**src/rtl/pc_stack_sequencer.sv**
```systemverilog
// Program counter and call-stack counter sequencer: turns decoder control into
// PC/SC updates, call/return stack-memory strobes, and an error halt.
module pc_stack_sequencer #(
  parameter int              PC_W     = 16,
  parameter logic [PC_W-1:0] RESET_PC = '0,
  parameter logic [PC_W-1:0] STK_TOP  = 16'h00FF,
  parameter int              STK_MAX  = 7
) (
  input  logic            clk,
  input  logic            rst_n,
  input  logic            step,
  input  logic            pcl,
  input  logic [1:0]      pcds,
  input  logic            br,
  input  logic            bit_op,
  input  logic [1:0]      scn,
  input  logic [PC_W-1:0] literal,
  input  logic [PC_W-1:0] call_ad,
  input  logic [PC_W-1:0] reg_data,
  input  logic [7:0]      er_cde,
  input  logic [PC_W-1:0] stk_rdata,
  input  logic            clear_err,
  output logic [PC_W-1:0] pc,
  output logic [2:0]      sc,
  output logic            ready,
  output logic [PC_W-1:0] stk_addr,
  output logic            stk_we,
  output logic [PC_W-1:0] stk_wdata,
  output logic            stk_re,
  output logic            halted,
  output logic [7:0]      err_code
);

  typedef enum logic [1:0] {RUN, RET_WAIT, HALT} state_t;

  localparam logic [1:0] PCDS_LIT = 2'b00;
  localparam logic [1:0] PCDS_REG = 2'b01;
  localparam logic [1:0] PCDS_RET = 2'b10;
  localparam logic [1:0] PCDS_CAL = 2'b11;

  localparam logic [1:0] SCN_PUSH = 2'b01;
  localparam logic [1:0] SCN_POP  = 2'b10;
  localparam logic [1:0] SCN_ILL  = 2'b11;

  state_t          state;
  logic [7:0]      err_nxt;
  logic [2:0]      sc_nxt;
  logic [PC_W-1:0] pc_nxt;
  logic [PC_W-1:0] pc_inc;
  logic [PC_W-1:0] sc_ext;
  logic            is_call;
  logic            is_ret;

  assign pc_inc  = pc + PC_W'(1);
  assign sc_ext  = {{(PC_W-3){1'b0}}, sc};
  assign is_call = pcl && (pcds == PCDS_CAL);
  assign is_ret  = pcl && (pcds == PCDS_RET);

  // Decoder-reported errors outrank the sequencer's own stack guards.
  always_comb begin
    err_nxt = 8'h00;
    if (er_cde != 8'h00)                            err_nxt = er_cde;
    else if (scn == SCN_ILL)                        err_nxt = 8'hFF;
    else if (scn == SCN_PUSH && sc == 3'(STK_MAX))  err_nxt = 8'hFE;
    else if (scn == SCN_POP && sc == 3'd0)          err_nxt = 8'hFD;
  end

  always_comb begin
    sc_nxt = sc;
    case (scn)
      SCN_PUSH: sc_nxt = sc + 3'd1;
      SCN_POP:  sc_nxt = sc - 3'd1;
      default:  sc_nxt = sc;
    endcase
  end

  always_comb begin
    pc_nxt = pc_inc;
    if (pcl) begin
      case (pcds)
        PCDS_LIT: pc_nxt = br ? (pc + literal) : literal;
        PCDS_REG: pc_nxt = bit_op ? (pc + PC_W'(2)) : reg_data;
        PCDS_RET: pc_nxt = pc;
        PCDS_CAL: pc_nxt = pc + call_ad;
        default:  pc_nxt = pc_inc;
      endcase
    end
  end

  always_ff @(posedge clk or negedge rst_n) begin
    if (!rst_n) begin
      state     <= RUN;
      pc        <= RESET_PC;
      sc        <= 3'd0;
      ready     <= 1'b1;
      halted    <= 1'b0;
      err_code  <= 8'h00;
      stk_we    <= 1'b0;
      stk_re    <= 1'b0;
      stk_addr  <= '0;
      stk_wdata <= '0;
    end else begin
      stk_we <= 1'b0;
      stk_re <= 1'b0;
      case (state)
        RUN: begin
          if (step) begin
            if (err_nxt != 8'h00) begin
              err_code <= err_nxt;
              halted   <= 1'b1;
              ready    <= 1'b0;
              state    <= HALT;
            end else begin
              pc <= pc_nxt;
              sc <= sc_nxt;
              // Stack address uses the count before this edge's SC step.
              if (is_call) begin
                stk_we    <= 1'b1;
                stk_addr  <= STK_TOP - sc_ext;
                stk_wdata <= pc_inc;
              end
              if (is_ret) begin
                stk_re   <= 1'b1;
                stk_addr <= STK_TOP - sc_ext + PC_W'(1);
                ready    <= 1'b0;
                state    <= RET_WAIT;
              end
            end
          end
        end
        RET_WAIT: begin
          pc    <= stk_rdata;
          ready <= 1'b1;
          state <= RUN;
        end
        HALT: begin
          if (clear_err) begin
            err_code <= 8'h00;
            halted   <= 1'b0;
            ready    <= 1'b1;
            state    <= RUN;
          end
        end
        default: begin
          ready  <= 1'b1;
          halted <= 1'b0;
          state  <= RUN;
        end
      endcase
    end
  end

endmodule
```
**config.mk**
```make
export PLATFORM = sky130hd
export DESIGN_NAME = pc_stack_sequencer
export DESIGN_NICKNAME = d
export VERILOG_FILES = /design/src/rtl/pc_stack_sequencer.sv
export SDC_FILE = /design/constraint.sdc
export NUM_CORES = 1
export LEC_CHECK = 0
export ABC_CLOCK_PERIOD_IN_PS = 3500
export CAP_MARGIN = 20
export CORE_MARGIN = 10
export CORE_UTILIZATION = 50
export CTS_CLUSTER_DIAMETER = 120
export DETAILED_ROUTE_END_ITERATION = 6
export PLACE_DENSITY = 0.79
export SYNTH_ARGS = -nofsm -noshare
export SYNTH_HDL_FRONTEND = slang
export SYNTH_SLANG_ARGS = --single-unit
```
**constraint.sdc**
```tcl
create_clock -name clk -period 3.5 [get_ports clk]
set_clock_uncertainty 0.2 [all_clocks]
set_input_delay 0.7 -clock clk [delete_from_list [all_inputs] [get_ports clk]]
set_output_delay 0.7 -clock clk [all_outputs]
set_load 0.1 [all_outputs]
```
Word-level counts from Yosys, hierarchy flattened
Index checks and enable logic that the tools add are counted.
{"block": "totals", "regBits": 65, "inputBits": 83, "out_inout_bits": 63, "elab_cells": 95}
{"block": "op_classes", "add_sub_neg": 8, "n_eq_ne": 15, "muxes": 40, "n_bitwise": 2, "n_reduce_logical": 20}
{"operator": "$mux 16", "n": 7}
{"operator": "$mux 8", "n": 7}
{"operator": "$pmux 16 s3", "n": 1}
{"operator": "$add 16x16->16", "n": 2}
{"operator": "$pmux 16 s2", "n": 1}
{"operator": "$reduce_and 4->1", "n": 6}
{"operator": "$add 16x1->16 const B", "n": 1}
{"operator": "$add 16x2->16 const B", "n": 1}
{"operator": "$pmux 8 s2", "n": 1}
{"operator": "$reduce_bool 8->1", "n": 2}
{"operator": "$mux 1", "n": 15}
{"operator": "$add 9x2->10 const B", "n": 1}
{"operator": "$eq 2x2->1 const B", "n": 5}
{"operator": "$sub 8x3->9 const A", "n": 1}
{"operator": "$mux 2", "n": 4}
{"operator": "$ne 2x2->1 const B", "n": 4}
{"operator": "$reduce_bool 2->1", "n": 4}
{"operator": "$eq 2x1->1 const B", "n": 3}
{"operator": "$ne 3x3->1 const B", "n": 2}
{"operator": "$pmux 3 s2", "n": 1}
{"operator": "$logic_and 1x1->1", "n": 4}
{"operator": "$logic_not 2->1", "n": 2}
{"operator": "$pmux 2 s2", "n": 1}
{"operator": "$add 3x1->3 const B", "n": 1}
{"operator": "7 further kinds", "n": 8}

Longest topological paths before layout
{"block": "logic_depth", "depth_word": 10, "ltp_mapped": 12, "ltp_nobuf": 10}

Worst setup path before layout
OpenSTA, ideal clock, no wires.
{"block": "synth_path", "kind": "register to register", "from": "reg sc[0]", "to": "reg stk_wdata[13]", "setup_time_ns": 0.125, "t_arrival_ns": 3.081, "t_required_ns": 3.175, "slack_ns": 0.093, "stages_incl_launch_ff": 12, "n_path_buf": 2, "synth_period_minus_slack_ns": 3.407, "path_cell_list": "dfrtp_1 inv_1 ha_1 ha_1 a21oi_1 nand4_2 nand2b_1 buf_4 nor2_8 nand2_4 buf_6 mux2_4"}
{"block": "synth_via", "elab_chain_len": 9, "word_cells_on_any_way": 11, "classes_between": "eq/ne (1); mux (4); bitwise (1); reduce/logical (5)"}
{"item": "from (decl)", "line": "24", "text": "output logic [2:0] sc,"}
{"item": "from (signal assigned)", "line": "115", "text": "sc <= sc_nxt;"}
{"item": "$logic_not 3->1", "line": "65", "text": "else if (scn == SCN_POP && sc == 3'd0) err_nxt = 8'hFD;"}
{"item": "$logic_and 1x1->1", "line": "65"}
{"item": "$mux 8", "line": "65"}
{"item": "$mux 8 *", "line": "64", "text": "else if (scn == SCN_PUSH && sc == 3'(STK_MAX)) err_nxt = 8'hFE;"}
{"item": "$mux 8 *", "line": "63", "text": "else if (scn == SCN_ILL) err_nxt = 8'hFF;"}
{"item": "$mux 8 *", "line": "62", "text": "if (er_cde != 8'h00) err_nxt = er_cde;"}
{"item": "$reduce_bool 8->1 *", "line": "108", "text": "if (err_nxt != 8'h00) begin"}
{"item": "$not 1->1 (no source line) *"}
{"item": "$reduce_and 4->1 (no source line) *"}
{"item": "to (signal assigned)", "line": "120", "text": "stk_wdata <= pc_inc;"}
{"item": "to (decl)", "line": "28", "text": "output logic [PC_W-1:0] stk_wdata,"}
Every way passes the cells marked *; elsewhere a longest branch is shown, timed or not.
A chain may end at the register's enable or synchronous reset.

Final worst setup path
{"block": "layout_path", "from": "in call_ad[0]", "to": "reg pc[10]"}
{"block": "layout_via", "elab_chain_len": 6}
{"item": "from (decl)", "line": "18", "text": "input logic [PC_W-1:0] call_ad,"}
{"item": "$add 16x16->16", "line": "84", "text": "PCDS_CAL: pc_nxt = pc + call_ad;"}
{"item": "$pmux 16 s3", "line": "80", "text": "case (pcds)"}
{"item": "$mux 16", "line": "79", "text": "if (pcl) begin"}
{"item": "$mux 16", "line": "108"}
{"item": "$mux 16", "line": "107", "text": "if (step) begin"}
{"item": "$pmux 16 s2", "line": "105", "text": "case (state)"}
{"item": "to (signal assigned)", "line": "114", "text": "pc <= pc_nxt;"}
{"item": "to (signal assigned)", "line": "132", "text": "pc <= stk_rdata;"}
{"item": "to (decl)", "line": "23", "text": "output logic [PC_W-1:0] pc,"}
Every way passes these cells. The select of a mux whose other input is x is not followed.

==> flow_metrics.env <==
export IMPL_status="finished, final reports clean"
export IMPL_fin_area_mm2=0.007039
export IMPL_ys_flop_type="dfrtp_1"
export IMPL_slowest_delay_ns=0.46
export IMPL_fin_crit_ns=3.299
export IMPL_hold_violations=0
export IMPL_drive_gt1_share_pct=20.45
export IMPL_core_area_mm2=0.01042
export IMPL_cts_max_level=2
export IMPL_synth_area_leaders="dfrtp_1 (25%), ha_1 (8.8%), xnor2_1 (5.2%)"
export IMPL_cts_sinks=55
export IMPL_gp_congestion=1.003
export IMPL_grt_max_degree=29
export IMPL_post_synth_top_count_cell="nor2_1"
export IMPL_rows=37
export IMPL_grt_pass1_vias=5718
export IMPL_critPathKind="primary input to flip-flop"
export IMPL_rrSetupSlack_ns=0.38
export IMPL_hp_class="primary input to asynchronous set/reset pin"
export IMPL_ys_types=85
export IMPL_relSlewSlack_pct=61.27
export IMPL_viasPerCell=5.970
export IMPL_crit_path_end_kind="flip-flop"
export IMPL_synth_edf_count=0
export IMPL_clk_transition_reported_paths_ns=0.11
export IMPL_area_growth_pct=30.11
export IMPL_overflow=0
export IMPL_cts_root_buf="clkbuf_8"
export IMPL_grt_usage_pct=23.79
export IMPL_holdBufCountCts=0
export IMPL_finalCritPeriodShare_pct=94.27
export IMPL_dr_pass1_iters=6
export IMPL_clk_path_buf_depth=2
export IMPL_syn_area_mm2=0.005410
export IMPL_place_detailed_hpwl_um=15400
export IMPL_grt_pass1_wl_um=29390
export IMPL_ys_top_cells_by_count="nor2_1 (62), nand2_1 (59), dfrtp_1 (54), o21ai_0 (49), a21oi_1 (43)"
export IMPL_synthCells=636
export IMPL_slowest_stage="clkdlybuf4s50_1"
export IMPL_required_ns=3.54
export IMPL_cts_tree="done"
export IMPL_ys_async_sr_fraction_pct=100.0
export IMPL_maxSlewViolCount=0
export IMPL_final_antenna_net_count=0
export IMPL_cap_violations=0
export IMPL_wire_per_inst_um=19.87
export IMPL_n_antenna_cell=0
export IMPL_ys_seq_elements=55
export IMPL_die_h_um=124.0
export IMPL_finalSetupViolCount=0
export IMPL_rsz0062_at_grt="false"
export IMPL_placed_cell_area_mm2=0.006942
export IMPL_antenna_found_initial=0
export IMPL_fill_cells=856
export IMPL_clock_latency_ns=0.32
export IMPL_fp_dieArea_mm2=0.01538
export IMPL_start_util_pct=51.94
export IMPL_start_kind="primary input"
export IMPL_yosys_warnings=0
export IMPL_synth_top_area_cell="dfrtp_1"
export IMPL_final_instance_count_excl_fill=938
export IMPL_die_w_um=124.0
export IMPL_wirelength_um=18640
export IMPL_setup_tns_ns=0
export IMPL_drcViolationCount=0
export IMPL_port_buffers=138
export IMPL_power_leakage_nw=3.249
export IMPL_peakVddDrop_v=0.0002647
export IMPL_yosys_area_top_type_share_pct=24.98
export IMPL_crit_chain="clkdlybuf4s50_1 -> ha_1 -> inv_1 -> fa_1 -> nor2b_1 -> o31ai_2 -> buf_4 -> a211oi_1 -> o21ai_0 -> a2111oi_0 -> a211oi_1 -> o21ai_0"
export IMPL_yosysSeqAreaShare_pct=25.46
export IMPL_p_per_area_mw_per_mm2=258.0
export IMPL_drt_iter0_drc=455
export IMPL_layout_nets=925
export IMPL_critical_path_max_fanout=4
export IMPL_cp_arrival_ns=3.34
export IMPL_dp_cells=930
export IMPL_vias=5600
export IMPL_io_pins=146
export IMPL_tightest_slew_ns=0.5663
export IMPL_syn_avg_cell_area_um2=8.507
export IMPL_fmax_ghz=0.3031
export IMPL_numCtsBuffers=5
==> where the power goes <==
part           switching [mW]  internal, mW
logic                   0.486         0.258
clock network           0.235         0.142
registers              0.0300         0.665
total                   0.750          1.07
==> logic make-up after synthesis <==
group | after synthesis | share of synthesized area (%)
compound gates | 194 | 24.17
xor+xnor | 47 | 7.609
fa+ha+maj | 41 | 9.898
buf+inv | 65 | 7.331
flops | 55 | 25.46
mux | 23 | 5.018
other cells | 1 | 0.06931
simple gates | 210 | 20.44
==> stage by stage <==
step / power (mW) / worst slack (ns) / hold slack, ns / utilization (%)
after floorplan: 1.189 / 0.09323 / 0.2044 / -
after global placement: 1.431 / -0.08172 / 0.2623 / 66.64
after detailed placement: 1.444 / -0.1312 / 0.2721 / 66.64
after CTS: 1.813 / 0.2051 / 0.1663 / 67.48
after global routing: 1.892 / 0.03163 / 0.1835 / 67.58
final: 1.816 / 0.2007 / 0.1449 / 67.58
==> layer usage <==
metal / vias to the layer above / GRT usage (%) / share of wire [%]
met4: 0 / 5.755 / 2.0
met1: 2653 / 30.45 / 42
met3: 36 / 4.842 / 8.3
met2: 255 / 40.23 / 48
li1: 2656 / - / -
met5: - / 0 / 0
==> path summary, 6_finish.rpt <==
check | depth (start not counted) | from | end
worst max-delay path | 12 | call_ad[0] | pc[10]
worst min-delay path | 1 | rst_n | stk_wdata[4]
worst max register to register | 10 | sc[0] | pc[12]
worst min register to register | 2 | stk_wdata[5] | stk_wdata[5]
max in group asynchronous | 2 | rst_n | stk_wdata[3]
min in group clk | 2 | stk_wdata[5] | stk_wdata[5]
==> registers in the layout, summed over array words and instances, names as in the netlist <==
name	flops
pc	16
err_code	8
stk_we	1
sc	3
stk_re	1
halted	1
state	2
stk_addr	6
ready	1
stk_wdata	16
==> critical path, delay by kind of cell <==
| kind | cells | cell delay [ns] |
|---|---|---|
| adders and majority gates | 2 | 0.59 |
| buffers and inverters | 3 | 0.68 |
| and+or+nand+nor | 1 | 0.21 |
| AOI/OAI and AO/OA | 6 | 1.15 |
==> cell usage in the layout, fill, tap and decap left out, types with 6 or more instances in the layout <==
| master | n |
|---|---|
| buf_4 | 110 |
| clkdlybuf4s50_1 | 81 |
| nor2_1 | 62 |
| nand2_1 | 59 |
| dfrtp_1 | 54 |
| o21ai_0 | 49 |
| a21oi_1 | 43 |
| ha_1 | 38 |
| xnor2_1 | 32 |
| inv_1 | 24 |
| nand3_1 | 18 |
| xor2_1 | 15 |
| a211oi_1 | 15 |
| mux2i_1 | 11 |
| and3_1 | 10 |
| nor3_1 | 8 |
| nand2b_1 | 8 |
| mux2_4 | 7 |
| nor4_1 | 7 |
| a22oi_1 | 7 |
| a211o_1 | 7 |
| conb_1 | 7 |
| o31ai_1 | 6 |
| a31oi_1 | 6 |
==> final cells by class <==
cell class	instances	area [um2]	area share (%)
Tap cell	136	170.2	2.417
Clock inverter	3	18.77	0.2666
Clock buffer	5	68.82	0.9776
Sequential cell	55	1378	19.57
Timing Repair Buffer	192	1642	23.32
Inverter	25	93.84	1.333
Multi-Input combinational cell	522	3669	52.12
==> timing repair <==
item | 4_1_cts | 5_1_grt
buffers inserted | 0 | 0
gates resized for setup | 0 | 2
endpoints found under the setup margin | 0 | 2
Power figures use the tool's default switching activity.
